[config.mk]
export PLATFORM = sky130hd
export DESIGN_NAME = hazard_ctrl
export DESIGN_NICKNAME = d
export VERILOG_FILES = /design/src/rtl/hazard_ctrl.sv
export SDC_FILE = /design/constraint.sdc
export NUM_CORES = 1
export LEC_CHECK = 0
export BUFFER_PORTS_ARGS = -buffer_cell sky130_fd_sc_hd__buf_4
export CELL_PAD_IN_SITES_DETAIL_PLACEMENT = 1
export CELL_PAD_IN_SITES_GLOBAL_PLACEMENT = 1
export CORE_MARGIN = 4
export CORE_UTILIZATION = 29
export DETAILED_ROUTE_END_ITERATION = 6
export PLACE_DENSITY = 0.71
export SYNTH_ARGS = -nofsm -noshare
export SYNTH_HDL_FRONTEND = slang
export SYNTH_SLANG_ARGS = --single-unit
[constraint.sdc]
create_clock -name cpu_clk -period 7.5 [get_ports cpu_clk]
set_clock_uncertainty 0.2 [all_clocks]
set_input_delay 1.875 -clock cpu_clk [delete_from_list [all_inputs] [get_ports cpu_clk]]
set_output_delay 1.875 -clock cpu_clk [all_outputs]
set_load 0.05 [all_outputs]
[src/rtl/hazard_ctrl.sv]
// hazard_ctrl: scoreboard-driven enable/flush/forward sequencer for the 5-stage core; controls are combinational, state moves on cpu_clk.
// A Bridge wait in MEM freezes every stage for up to BUS_TIMEOUT cycles. Define FORWARD_EN for EX bypassing; otherwise every RAW stalls until the producer leaves WB.
module hazard_ctrl #(
   parameter int BUS_TIMEOUT = 15,
   parameter int TO_W        = 4
) (
   input  logic        cpu_clk,
   input  logic        cpu_rst,
   input  logic        id_valid,
   input  logic [4:0]  id_rs1,
   input  logic [4:0]  id_rs2,
   input  logic        id_rs1_used,
   input  logic        id_rs2_used,
   input  logic [4:0]  id_rd,
   input  logic        id_rf_we,
   input  logic        id_is_load,
   input  logic        ex_redirect,
   input  logic        mem_bus_req,
   input  logic        bus_ready,
   output logic        pc_en,
   output logic        if_id_en,
   output logic        if_id_flush,
   output logic        id_ex_en,
   output logic        id_ex_flush,
   output logic        ex_mem_en,
   output logic        mem_wb_en,
   output logic [1:0]  fwd_a_sel,
   output logic [1:0]  fwd_b_sel,
   output logic        bus_err,
   output logic [31:0] stall_cycles
);

   typedef struct packed {
      logic       valid;
      logic [4:0] rd;
      logic       we;
      logic       is_load;
   } dst_t;

   typedef struct packed {
      logic [4:0] rs1;
      logic [4:0] rs2;
      logic       rs1_used;
      logic       rs2_used;
   } src_t;

   typedef enum logic {RUN, BUS_WAIT} state_t;

   localparam logic [TO_W-1:0] TO_LIMIT = TO_W'(BUS_TIMEOUT);

   state_t          state, state_nxt;
   logic [TO_W-1:0] wait_cnt, wait_cnt_nxt;
   dst_t            ex_dst, mem_dst, wb_dst;
   src_t            ex_src;
   logic            mem_pending;
   logic            frozen;
   logic            timeout_rel;
   logic            raw_stall;

   // x0 is never a real dependency, so rs==0 can never match
   function automatic logic writes(input dst_t d, input logic [4:0] rs, input logic used);
      return used && (rs != 5'd0) && d.valid && d.we && (d.rd == rs);
   endfunction

   always_comb begin
      raw_stall = 1'b0;
      if (id_valid) begin
`ifdef FORWARD_EN
         raw_stall = ex_dst.is_load &&
                     (writes(ex_dst, id_rs1, id_rs1_used) || writes(ex_dst, id_rs2, id_rs2_used));
`else
         raw_stall = writes(ex_dst,  id_rs1, id_rs1_used) || writes(ex_dst,  id_rs2, id_rs2_used) ||
                     writes(mem_dst, id_rs1, id_rs1_used) || writes(mem_dst, id_rs2, id_rs2_used) ||
                     writes(wb_dst,  id_rs1, id_rs1_used) || writes(wb_dst,  id_rs2, id_rs2_used);
`endif
      end
   end

   always_comb begin
      state_nxt   = state;
      frozen      = 1'b0;
      timeout_rel = 1'b0;
      pc_en       = 1'b1;
      if_id_en    = 1'b1;
      if_id_flush = 1'b0;
      id_ex_en    = 1'b1;
      id_ex_flush = 1'b0;
      ex_mem_en   = 1'b1;
      mem_wb_en   = 1'b1;
      mem_pending = mem_dst.valid && mem_bus_req && !bus_ready;

      case (state)
         RUN: begin
            if (mem_pending) begin
               frozen    = 1'b1;
               state_nxt = BUS_WAIT;
            end
         end
         BUS_WAIT: begin
            if (bus_ready) begin
               state_nxt = RUN;
            end else if (wait_cnt == TO_LIMIT) begin
               timeout_rel = 1'b1;
               state_nxt   = RUN;
            end else begin
               frozen = 1'b1;
            end
         end
         default: state_nxt = RUN;
      endcase

      wait_cnt_nxt = frozen ? wait_cnt + 1'b1 : '0;

      // freeze overrides everything; a wrong-path ID makes its data stall moot
      if (frozen) begin
         pc_en     = 1'b0;
         if_id_en  = 1'b0;
         id_ex_en  = 1'b0;
         ex_mem_en = 1'b0;
         mem_wb_en = 1'b0;
      end else if (ex_redirect) begin
         if_id_flush = 1'b1;
         id_ex_flush = 1'b1;
      end else if (raw_stall) begin
         pc_en       = 1'b0;
         if_id_en    = 1'b0;
         id_ex_flush = 1'b1;
      end
   end

`ifdef FORWARD_EN
   function automatic logic [1:0] fwd_pick(input dst_t m, input dst_t w,
                                           input logic [4:0] rs, input logic used);
      if (writes(m, rs, used) && !m.is_load) return 2'b01;
      if (writes(w, rs, used))               return 2'b10;
      return 2'b00;
   endfunction

   always_comb begin
      fwd_a_sel = fwd_pick(mem_dst, wb_dst, ex_src.rs1, ex_dst.valid && ex_src.rs1_used);
      fwd_b_sel = fwd_pick(mem_dst, wb_dst, ex_src.rs2, ex_dst.valid && ex_src.rs2_used);
   end

   logic unused_fwd_fields;
   assign unused_fwd_fields = wb_dst.is_load;
`else
   assign fwd_a_sel = 2'b00;
   assign fwd_b_sel = 2'b00;

   // source tracking and load flags only feed the bypass network
   logic unused_fwd_fields;
   assign unused_fwd_fields = ^{ex_src, ex_dst.is_load, mem_dst.is_load, wb_dst.is_load};
`endif

   always_ff @(posedge cpu_clk) begin
      if (!cpu_rst) begin
         state    <= RUN;
         wait_cnt <= '0;
      end else begin
         state    <= state_nxt;
         wait_cnt <= wait_cnt_nxt;
      end
   end

   always_ff @(posedge cpu_clk) begin
      if (!cpu_rst) begin
         ex_dst       <= '0;
         ex_src       <= '0;
         mem_dst      <= '0;
         wb_dst       <= '0;
         bus_err      <= 1'b0;
         stall_cycles <= '0;
      end else begin
         if (timeout_rel) bus_err <= 1'b1;
         if (!pc_en) stall_cycles <= stall_cycles + 32'd1;
         if (mem_wb_en) wb_dst <= mem_dst;
         if (ex_mem_en) mem_dst <= ex_dst;
         if (id_ex_en) begin
            if (id_ex_flush) begin
               ex_dst <= '0;
               ex_src <= '0;
            end else begin
               ex_dst.valid     <= id_valid;
               ex_dst.rd        <= id_rd;
               ex_dst.we        <= id_rf_we;
               ex_dst.is_load   <= id_is_load;
               ex_src.rs1       <= id_rs1;
               ex_src.rs2       <= id_rs2;
               ex_src.rs1_used  <= id_rs1_used;
               ex_src.rs2_used  <= id_rs2_used;
            end
         end
      end
   end

endmodule

; Yosys cells after proc, flatten, opt, wreduce, memory -nomap -nowiden
; Index checks and enable logic that the tools add are counted.
[classes]
reduce_logical = 31
n_addsub = 2
bitwise_logic = 1
mux = 18
n_eq_ne = 7
[ops]
columns = operator, count
row1 = $add 32x1->32 const B, 1
row2 = $eq 5x5->1, 6
row3 = $logic_and 1x1->1, 22
row4 = $mux 1, 16
row5 = $reduce_bool 5->1, 2
row6 = $mux 8, 1
row7 = $logic_or 1x1->1, 5
row8 = $add 4x1->4 const B, 1
row9 = $eq 4x4->1 const B, 1
row10 = $pmux 1 s2, 1
row11 = $reduce_and 2->1, 1
row12 = $logic_not 1->1, 1
row13 = $not 1->1, 1
[word_totals]
ff_bits = 59

; Depth between registers and ports, before layout
[logic_depth]
depth_word = 15
mapped_depth = 8
depth_no_buf = 7

; Least setup slack after synthesis
; No wires, ideal clock.
[synth_path]
path_kind = input -> output
startpoint = input id_rs1[1]
endpoint = output pc_en
arrival_ns = 4.330
required_time_ns = 5.425
path_stages = 5
slack_ns = 1.095
path_cell_list = or4_1 -> o21ai_0 -> a311oi_1 -> nor3_1 -> buf_4
[synth_via]
elab_chain_len = 14
word_cells_on_any_way = 23
cone_classes = 3 x eq/ne / 4 x mux / 16 x reduce/logical
[synth_rtl]
columns = element, line
row1 = from (decl), 10  ; input logic [4:0] id_rs1,
row2 = $reduce_bool 5->1, 62  ; return used && (rs != 5'd0) && d.valid && d.we && (d.rd == rs);
row3 = $logic_and 1x1->1 (4 in series), 62
row4 = $logic_or 1x1->1 (2 in series), 72  ; raw_stall = writes(ex_dst, id_rs1, id_rs1_used) || writes(ex_dst, id_rs2, id_rs2_used) ||
row5 = $logic_or 1x1->1, 73  ; writes(mem_dst, id_rs1, id_rs1_used) || writes(mem_dst, id_rs2, id_rs2_used) ||
row6 = $logic_or 1x1->1 *, 73
row7 = $logic_or 1x1->1 *, 74  ; writes(wb_dst, id_rs1, id_rs1_used) || writes(wb_dst, id_rs2, id_rs2_used);
row8 = $mux 1 *, 67  ; if (id_valid) begin
row9 = $mux 1 * (3 in series), n/a
row10 = to (decl), 20  ; output logic pc_en,
; Every way passes the cells marked *; elsewhere a longest branch is shown, timed or not.

; Worst setup path in the final report
[layout_path]
startpoint = input id_rs2[4]
endpoint = output if_id_en
[layout_via]
elab_chain_len = 14
word_cells_on_any_way = 23
cone_classes = 3 x eq/ne / 4 x mux / 16 x reduce/logical
[layout_rtl]
columns = element, line
row1 = from (decl), 11  ; input logic [4:0] id_rs2,
row2 = $reduce_bool 5->1, 62
row3 = $logic_and 1x1->1 (4 in series), 62
row4 = $logic_or 1x1->1 (2 in series), 72
row5 = $logic_or 1x1->1 (2 in series), 73
row6 = $logic_or 1x1->1 *, 74
row7 = $mux 1 *, 67
row8 = $mux 1 *, 124  ; end else if (raw_stall) begin
row9 = $mux 1 *, 121  ; end else if (ex_redirect) begin
row10 = $mux 1 *, 115  ; if (frozen) begin
row11 = to (decl), 21  ; output logic if_id_en,
; Marked as above.

==> results.cfg <==
[outcome]
status = finished clean

[final_layout]
antenna_cells = 0
layout.nets = 492
fin_cells = 610
multi_input_area_sq_um = 1980
syn_to_final_growth_pct = 25.0
drive_gt1_frac = 0.181
ff_latch_area_sq_um = 1180
fillers = 1332

[sta]
worst_slack_ps = 1470
fin_crit_ps = 6030
fmax_mhz = 166
tightest_slew_ps = 794
setup_tns_ps = 0
max-slew-margin-rel = 0.469
setup_viol = 0
period_share = 0.805
rsz0062_at_grt = no
hold_viol_final = 0
whs_ps = 256
slew_violations = 0

[critical_path]
reg2reg_from = wait_cnt[0]
reg2reg_depth = 8
critPathLaunchType = input pin
ff2ff_setup_slack_ps = 4700
critical_path_peak_fanout = 6
cp.arrival_ps = 3960
end_kind = primary output
r2r_end = stall_cycles[30]
crit_type = in2out
critPathRequiredTime_ps = 5430

[pwr]
comb_power_share = 0.069
clkPwrFrac = 0.534
switching_share = 0.226
switchingPower_uw = 183
total_power_uw = 811
internal_power_uw = 628
pwr-share-seq = 0.397
pwr_density_cell_nw_per_um2 = 194
max-vdd-ir-drop_uv = 89.1
leakagePower_uw = 0.00156

[clock_tree]
ctsResizeCount = 0
cts-root-buf = clkbuf_16
cts_tree = done
postCtsSetupBuffers = 0
path_clk_slew_ps = 50
holdBufCountCts = 0
cts_made_buffers = 9
cts.sinks = 59
cts_buffer_depth = 2
htreeDepth = 3
clk_latency_ps = 320

[worst_hold_path]
hold_path_end = wait_cnt[0]
hold_path.class = reg2reg
min-delay-start = wait_cnt[0]
whs_path_depth = 1

[detailed_routing]
ant_nets = 0
drt_pass1_iterations = 4
avgViaCountPerCell = 5.23
routed_wl_microns = 9930
drt_iter0_drc = 182
wl_per_cell_microns = 16.3
vias = 3193
drc = 0

[synth]
netlist_top_cells_area = dfxtp_1, nand2_1, mux2i_1
synth_compound_gate_area_share = 0.135
asyncSetResetFlopFracSynth = 0
ys_warn_count = 0
synth-simple-area-share = 0.273
synth_top_family_by_area = simple AND/OR/NAND/NOR gates
ys_dominant_reg_cell = dfxtp_1
yosys.area.top_type_share = 0.353
synth_edf_count = 0
synth_seq_area_share = 0.353
synthAdderAreaFrac = 0.00747
synthesis.area_sq_um = 3350
synth_cells = 415
muxShareOfSynthArea = 0.0866
synth_top_area_cell = dfxtp_1
syn_area_per_cell_sq_um = 8.07
synth_cell_types = 39
ys_ff_latch = 59
synthXorXnorAreaFrac = 0.0836

[global_route]
grt-ovfl-total = 0
antenna_found_initial = 0
grt_pass1_wl_microns = 16500
grt_max_degree = 70
grt_pass1_vias = 3231
grt.total_usage = 0.154

[floorplan]
die_h_microns = 115
dieArea_sq_um = 13300
ioPinCount = 69
initial_utilization = 0.302
fp-row-count = 38
core_area_sq_um = 11100
chipWidth_microns = 115

[place]
preCtsSetupSlack_ps = 1500
hpwl_microns = 6710
post-place-cells = 594
gp_congestion = 0.820
numPortBuffers = 63

[flow_run]
max-cap-violations = 0
[power by group through the flow]
| stage | Sequential [uW] | Clock (uW) | Combinational, uW |
|---|---|---|---|
| CTS | 322 | 443 | 56.4 |
| global placement | 329 | 0 | 54.1 |
| finish | 322 | 433 | 55.9 |
| global route | 323 | 456 | 62.0 |
| floorplan | 328 | 0 | 36.4 |
| detailed placement | 329 | 0 | 55.9 |
[area by class of cell]
type	instances	area share
Clock buffer	11	0.0556
Clock inverter	5	0.0185
Inverter	9	0.00807
Multi-Input combinational cell	318	0.472
Sequential cell	59	0.282
Tap cell	140	0.0418
Timing Repair Buffer	68	0.122
[critical path, stage by stage]
cell and delay (ps):
buf_4 140, xor2_1 140, nor4_1 330, nand4_1 240
a311oi_1 750, nor3_1 220, buf_4 250
[worst max path at each step]
stage               depth (start not counted)  endpoint  slack (ps)  startpoint
floorplan                                   5     pc_en        1090   id_rs1[1]
global placement                            7     pc_en        1510   id_rs2[4]
detailed placement                          7     pc_en        1500   id_rs2[4]
CTS                                         7     pc_en        1460   id_rs2[4]
global route                                7     pc_en        1190   id_rs2[4]
finish                                      7  if_id_en        1470   id_rs2[4]
[stage by stage]
step                       util  cell area (sq um)
after floorplan               -               3360
after global placement    0.350               3880
after detailed placement  0.350               3880
after CTS                 0.378               4190
after global routing      0.378               4190
final                     0.378               4190
[state kept, by name (all words and copies together) (netlist names)]
| register | flops |
|---|---|
| mem_dst | 7 |
| wait_cnt | 4 |
| stall_cycles | 32 |
| wb_dst | 7 |
| ex_dst | 7 |
| bus_err | 1 |
| state | 1 |
[kinds of logic after synthesis]
group / after synthesis
flops: 59
other cells: 1
mux: 29
buf+inv: 41
compound gates: 67
xor+xnor: 32
fa+ha+maj: 2
simple gates: 184
[synthesized netlist by cell type (all sizes together) (4+ instances only)]
master,number
a21oi,18
a311oi,8
a31oi,24
and3,5
and4,4
buf,14
clkbuf,18
dfxtp,59
inv,7
mux2i,29
nand2,81
nand2b,27
nand3,22
nand4,15
nor2,9
nor3,5
nor4,9
o31ai,8
or4,4
xnor2,7
xor2,25
[layout by cell type, fill, tap and decap left out, drive strengths merged]
cell type,instances
buf,68
o31ai,8
mux2i,29
nor3,5
bufinv,2
and4,4
nand4,15
and2,1
nand2b,27
xnor2,7
clkbuf,11
nor3b,1
nand2,81
o311ai,1
conb,4
nor2,9
a311oi,8
nor4,9
a311o,2
and3,5
o21ai,2
a31oi,24
or3,1
ha,2
clkinv,4
inv,7
or4,4
o31a,1
xor2,25
o21a,2
nand3,22
clkinvlp,1
o211ai,1
a21oi,18
dfxtp,59
[metal layers]
metal	global-route usage	part of all wire	wire length (microns)	vias up
li1	-	-	-	1572
met1	0.201	0.47	4670	1564
met5	0	0	0	-
met2	0.255	0.49	4830	51
met3	0.0355	0.033	325	6
met4	0.0430	0.011	108	0
No activity file was read; power rests on OpenSTA's default activity.
